`config.mk`:
```
export PLATFORM = sky130hd
export DESIGN_NAME = nap_timer
export DESIGN_NICKNAME = d
export VERILOG_FILES = /design/src/rtl/nap_timer.sv
export SDC_FILE = /design/constraint.sdc
export NUM_CORES = 1
export LEC_CHECK = 0
export ABC_AREA = 1
export CORE_MARGIN = 4
export CORE_UTILIZATION = 45
export DETAILED_ROUTE_END_ITERATION = 8
export GPL_TIMING_DRIVEN = 0
export PLACE_DENSITY = 0.67
export SLEW_MARGIN = 40
export SYNTH_ARGS = -nofsm -noshare
export SYNTH_HDL_FRONTEND = slang
export SYNTH_SLANG_ARGS = --single-unit
export TNS_END_PERCENT = 30
```
`constraint.sdc`:
```
create_clock -name clk -period 4.1 [get_ports clk]
set_clock_uncertainty 0.05 [all_clocks]
set_input_delay 1.025 -clock clk [delete_from_list [all_inputs] [get_ports clk]]
set_output_delay 1.025 -clock clk [all_outputs]
set_load 0.1 [all_outputs]
```
`src/rtl/nap_timer.sv`:
```
// Power-nap countdown: two-digit minute entry from the keypad, MM:SS countdown in
// one-second ticks, then a held alarm_start level until the user acknowledges with stop.
module nap_timer #(
   parameter int TICK_CNT = 1000000,
   parameter int MAX_MIN  = 99
) (
   input  logic       clk,
   input  logic       rst,
   // key_valid is a one-cycle strobe with no back-pressure: key_code is read only
   // in a cycle where key_valid is high, and every strobed key is consumed on that edge.
   input  logic       key_valid,
   input  logic [3:0] key_code,
   input  logic       stop,
   output logic       alarm_start,
   output logic       running,
   output logic [6:0] remain_min,
   output logic [5:0] remain_sec,
   output logic [1:0] dbg_state
);

   typedef enum logic [1:0] {
      IDLE = 2'd0,
      RUN  = 2'd1,
      RING = 2'd2
   } state_t;

   localparam int CW = (TICK_CNT > 1) ? $clog2(TICK_CNT) : 1;
   localparam logic [CW-1:0] TICK_LAST = CW'(TICK_CNT - 1);
   localparam logic [6:0]    MAX_M     = 7'(MAX_MIN);

   state_t          state, state_n;
   logic [6:0]      set_min, set_min_n;
   logic [6:0]      remain_min_n;
   logic [5:0]      remain_sec_n;
   logic [CW-1:0]   tick_cnt, tick_cnt_n;
   logic            alarm_n, running_n;

   logic            is_digit, is_star, is_sharp, tick;
   logic [7:0]      shifted;
   logic [6:0]      entry_min;

   assign is_digit = key_valid && (key_code <= 4'd9);
   assign is_star  = key_valid && (key_code == 4'd10);
   assign is_sharp = key_valid && (key_code == 4'd11);
   assign tick     = (tick_cnt == TICK_LAST);

   // Shift entry keeps only the newest two digits, then clamps.
   assign shifted   = {1'b0, set_min % 7'd10} * 8'd10 + {4'b0000, key_code};
   assign entry_min = (shifted > {1'b0, MAX_M}) ? MAX_M : shifted[6:0];

   always_comb begin
      state_n      = state;
      set_min_n    = set_min;
      remain_min_n = remain_min;
      remain_sec_n = remain_sec;
      tick_cnt_n   = tick_cnt;
      alarm_n      = alarm_start;
      running_n    = running;
      case (state)
         IDLE: begin
            alarm_n    = 1'b0;
            running_n  = 1'b0;
            tick_cnt_n = '0;
            if (is_digit) begin
               set_min_n = entry_min;
            end else if (is_star) begin
               set_min_n = '0;
            end else if (is_sharp && (set_min != 7'd0)) begin
               state_n      = RUN;
               running_n    = 1'b1;
               remain_min_n = set_min;
               remain_sec_n = '0;
            end
         end
         RUN: begin
            if (is_star) begin
               state_n    = IDLE;
               running_n  = 1'b0;
               tick_cnt_n = '0;
            end else begin
               tick_cnt_n = tick ? '0 : tick_cnt + CW'(1);
               if (tick) begin
                  if (remain_sec != 6'd0) begin
                     remain_sec_n = remain_sec - 6'd1;
                     if ((remain_min == 7'd0) && (remain_sec == 6'd1)) begin
                        state_n   = RING;
                        alarm_n   = 1'b1;
                        running_n = 1'b0;
                     end
                  end else if (remain_min != 7'd0) begin
                     remain_min_n = remain_min - 7'd1;
                     remain_sec_n = 6'd59;
                  end
               end
            end
         end
         RING: begin
            tick_cnt_n   = '0;
            alarm_n      = 1'b1;
            running_n    = 1'b0;
            remain_min_n = '0;
            remain_sec_n = '0;
            if (stop) begin
               state_n = IDLE;
               alarm_n = 1'b0;
            end
         end
         default: begin
            state_n    = IDLE;
            alarm_n    = 1'b0;
            running_n  = 1'b0;
            tick_cnt_n = '0;
         end
      endcase
      // Whenever we are (or land) in IDLE the display shows the entered length.
      if (state_n == IDLE) begin
         remain_min_n = set_min_n;
         remain_sec_n = '0;
      end
   end

   always_ff @(posedge clk or negedge rst) begin
      if (!rst) begin
         state       <= IDLE;
         set_min     <= '0;
         remain_min  <= '0;
         remain_sec  <= '0;
         tick_cnt    <= '0;
         alarm_start <= 1'b0;
         running     <= 1'b0;
      end else begin
         state       <= state_n;
         set_min     <= set_min_n;
         remain_min  <= remain_min_n;
         remain_sec  <= remain_sec_n;
         tick_cnt    <= tick_cnt_n;
         alarm_start <= alarm_n;
         running     <= running_n;
      end
   end

   assign dbg_state = state;

endmodule
```
After elaboration in Yosys (flattened, before gate mapping)
Index checks and enable logic that the tools add are counted.
Storage, ports and cells
  register bits: 44
  input bits: 8
  output and inout bits: 17
  word-level logic and storage cells: 100
Operators by class
  add/subtract/negate cells: 4
  $mul: 1
  divide/modulo/power cells: 1
  $lt $le $gt $ge: 2
  equal/unequal tests: 21
  muxes and demuxes: 48
  reductions and logical operators: 16
Operators with widths (number)
  7-bit 2-to-1 mux: 12
  20-bit 2-to-1 mux: 3
  6-bit 2-to-1 mux: 8
  3-bit != test, second input constant: 10
  7-bit case mux with 3 select lines: 1
  20-bit by 1-bit adder with 20-bit output, second input constant: 1
  20-bit equality test, second input constant: 1
  6-bit case mux with 3 select lines: 1
  2-bit 2-to-1 mux: 8
  7-bit nonzero test: 2
  1-bit 2-to-1 mux: 12
  8-bit by 4-bit adder with 8-bit output: 1
  4-bit equality test, second input constant: 2
  8-bit by 7-bit > comparator with 1-bit output, second input constant: 1
  2-bit != test, second input constant: 4
  8-bit AND reduction: 1
  7-bit zero test: 1
  7-bit by 4-bit modulo with 7-bit output, second input constant: 1
  7-bit by 3-bit multiplier with 7-bit output, second input constant: 1
  7-bit AND reduction: 1
  7-bit by 1-bit subtractor with 7-bit output, second input constant: 1
  6-bit by 1-bit equality test with 1-bit output, second input constant: 1
  2-bit case mux with 3 select lines: 1
  6-bit nonzero test: 1
  11 further kinds: 17

Longest topological paths before layout
  depth in word-level cells: 10
  mapped depth: 34
  mapped depth without buffers: 34

Worst setup path before layout
OpenSTA, ideal clock, no wires.
  path type: reg2reg
  start: register set_min[4]
  end: register remain_min[6]
  setup time: 0.120 ns
  arrival: 4.022 ns
  data required time: 3.930 ns
  slack: -0.092 ns
  cell stages (with the launch flop): 33
  path buffers: 0
  clock period less this slack: 4.192 ns
  cell sequence: dfrtp_1 inv_2 nand3_1 nand3_1 nand2_2 nand2_2 nand2_1 nand2_1 nand2_2 nand2_1 nand2_1 nand2_1 inv_1 ha_1 nand3b_1 nand3_1 xor2_1 inv_1 nor2_1 nor2_1 ha_1 fa_1 nand2_1 inv_1 nand3_1 xor2_1 inv_1 nand2_4 nand4_1 nand2_1 nand3_1 nand2_1 nand2_1
On the way
  cells in the longest elaborated chain, start to end: 9
  elaborated cells between the ends (all ways): 24
  those cells by class: add/sub (1); mul (1); div (1); order compare (1); eq/ne (7); mux (8); reduce/logical (5)
RTL lines
  from (decl): line 32  | logic [6:0] set_min, set_min_n;
  from (signal assigned): line 133  | set_min <= set_min_n;
  branches (longest 9 deep; another with 8-bit by 4-bit adder with 8-bit output)
  to (signal assigned): line 134  | remain_min <= remain_min_n;
  to (decl): line 16  | output logic [6:0] remain_min,
Parallel ways; which one is timed is not known.
A chain may end at the register's enable or synchronous reset.

Final worst setup path
  start: register set_min[4]
  end: register remain_min[5]
Same word-level chain as after synthesis.

==> summary.txt <==
STA
  • Final setup viols: 11
  • Final period utilization: 104.0%
  • Crit path time final: 4.264 ns
  • RSZ-0062 raised after global routing: yes
  • Setup_tns: -1.079 ns
  • Worst-margin pin slew: 0.4884 ns
  • Fmax: 234.5 MHz
  • Max-slew violation count: 0
  • Slew HR: 67.67%
  • Worst setup margin: -0.1641 ns
  • Final hold vios: 0

Detailed routing
  • WL/cell: 13.24 um
  • ANT nets after route: 0
  • Drt initial violations: 102
  • DR DRC count: 0
  • Pre-antenna DRT Iters: 4
  • Vias: 3,324
  • Avg Vias per Cell: 5.130
  • Final wirelength: 8580 um

Global route
  • Largest net degree at the start of global routing: 37
  • Total GRT Usage: 19.82%
  • Vias in the first global route: 3,286
  • Overflow after GRT: 0
  • First-pass GRT wire length: 14,250 um
  • Antenna violations before repair: 0

Floorplanning
  • Num rows: 31
  • Core Area: 0.007253 sq mm
  • Initial Util: 46.54%
  • I/O pin count: 25
  • Die footprint: 0.008951 sq mm
  • Die Wd: 94.61 um
  • Height of the die: 94.61 um

Cells and area
  • Layout cell share with drive strength beyond 1: 26.59%
  • Multi-input gate area: 0.002247 sq mm
  • Total area of sequential cells: 0.001104 sq mm
  • Final core occ: 59.70%
  • Nets: 576
  • # fillers: 683
  • Synthesis-to-finish area growth: 28.28%
  • Ant diodes: 0
  • Cell area after layout: 0.004330 sq mm

Status
  • Status: complete, but fails checks
  • Failing checks: setup timing

Synth
  • Syn_nets: 513
  • Async S/R FF share, synth: 100.0%
  • Register area share after synthesis: 32.62%
  • Post-synth EDFFs: 0
  • Synth cell types: 40
  • Yosys synthesis warning count: 0
  • Synthesized area per cell: 6.960 sq um
  • Mapped cell area: 0.003376 sq mm
  • #FFs+latches synth: 44
  • Cell count after synthesis: 485
  • Ys flop type: dfrtp_1

Worst setup path
  • Worst EP arrival: 4.42 ns
  • Worst setup EP type: register
  • CP startpoint kind: register
  • Max FO, Critical Path: 7
  • Most used cell, CP: nand2_2
  • Slowest stage cell, crit path: fa_2
  • Worst EP required: 4.25 ns
  • Cells on worst reg2reg path: 32
  • CP max stage delay: 0.56 ns
  • Setup CP Type: register to register

Clock tree
  • Clk buf depth: 2
  • Root Buffer: clkbuf_8
  • Worst-Skew Late Latency: 0.30 ns
  • CTS buffer count: 5
  • TritonCTS clock tree: done
  • # clock sinks: 44
  • Clk pin slew, worst setup/hold paths: 0.09 ns
  • CTS H-tree lvls: 2

Place
  • Post-DP HPWL: 5949 um
  • Placer Congestion: 0.8264
  • Number of port buffers: 24
  • Placed inst area: 0.003701 sq mm

Run
  • Total of max-cap violations: 0

Min path
  • WHS Path Cells: 1
  • Hold Crit Class: register to register
## layout make-up
type | count | share of cell area, %
timing repair buffer | 56 | 9.448
buffer | 8 | 0.8379
sequential | 44 | 25.48
tap | 99 | 2.860
clock buffer | 5 | 1.589
clock inverter | 3 | 1.069
multi-input combinational | 355 | 51.89
inverter | 78 | 6.819
## per-layer routing
layer	GRT usage [%]	share of wire [%]
met2	37.58	55
met4	7.452	2.4
met3	2.789	1.9
met1	22.19	41
met5	0	0
## timing repair
item	in CTS	in global routing
hold endpoints to repair	0	0
gates resized for setup	30	38
pin swaps	21	36
hold buffers	0	0
buffers inserted	23	8
endpoints found under the setup margin	14	14
## metrics by stage
step	setup slack (ns)	std cells	hold slack, ns
after floorplan	0.02940	485	0.3831
after global placement	-0.4324	608	0.4016
after detailed placement	-0.5140	609	0.4069
after CTS	-0.03085	640	0.4197
after global routing	-0.4321	648	0.4439
final	-0.1641	648	0.4191
## cell usage after synthesis (3+ instances only)
| master | instances | share of area [%] |
|---|---|---|
| a211oi_1 | 5 | 1.1 |
| a21oi_1 | 24 | 3.6 |
| clkbuf_1 | 4 | 0.44 |
| dfrtp_1 | 44 | 33 |
| ha_1 | 18 | 6.7 |
| inv_1 | 69 | 7.7 |
| inv_2 | 8 | 0.89 |
| nand2_1 | 113 | 13 |
| nand2_2 | 9 | 1.7 |
| nand3_1 | 30 | 4.4 |
| nand4_1 | 14 | 2.6 |
| nor2_1 | 59 | 6.6 |
| nor2_2 | 3 | 0.56 |
| nor3_1 | 8 | 1.2 |
| o21ai_0 | 19 | 2.8 |
| o22ai_1 | 6 | 1.1 |
| o31ai_1 | 10 | 2.2 |
| xnor2_1 | 4 | 1.0 |
| xor2_1 | 10 | 2.6 |
## path summary, 6_finish.rpt
check / startpoint / endpoint / slack [ns]
setup / recovery: set_min[4] / remain_min[5] / -0.16
hold / removal: tick_cnt[0] / tick_cnt[0] / 0.42
setup reg to reg: set_min[4] / remain_min[5] / -0.16
hold reg to reg: tick_cnt[0] / tick_cnt[0] / 0.42
max in group asynchronous: rst / tick_cnt[7] / 3.09
min in group asynchronous: rst / set_min[3] / 0.49
## layout by cell type (no fill, tap or decap), types with 15 or more instances in the layout
master	synthesis	routed
o21ai_0	19	17
a21oi_1	24	22
inv_1	69	61
inv_2	8	15
nand2_1	113	94
dfrtp_1	44	42
nand2_2	9	25
buf_4	1	32
nor2_1	59	59
nand3_1	30	19
buf_2	2	19
## sequential cells by signal, indices dropped and copies added, names as in the netlist
name and flops:
remain_min 7, tick_cnt 20, alarm_start 1, remain_sec 6, set_min 7, running 1
dbg_state 2
## worst max-delay path: cells and delay by family, from the launching register on
family,cells,cell delay (ns)
AOI/OAI and AO/OA,1,0.12
xor gates and xnor gates,1,0.19
adders and majority gates,2,0.81
buffers and inverters,9,0.89
DFF,1,0.43
and+or+nand+nor,19,1.66
## cells by family (layout without fill, tap and decap cells)
kind of cell	Yosys count	after routing	share of synthesized area (%)
simple gates	251	251	33.73
buf+inv	86	150	9.748
compound gates	70	70	12.42
flops	44	44	32.62
fa+ha+maj	20	20	7.858
xor+xnor	14	14	3.632
Power is left out: the tool's default activity adds up to more than one toggle a clock period on the data nets, which glitch-free logic cannot reach.
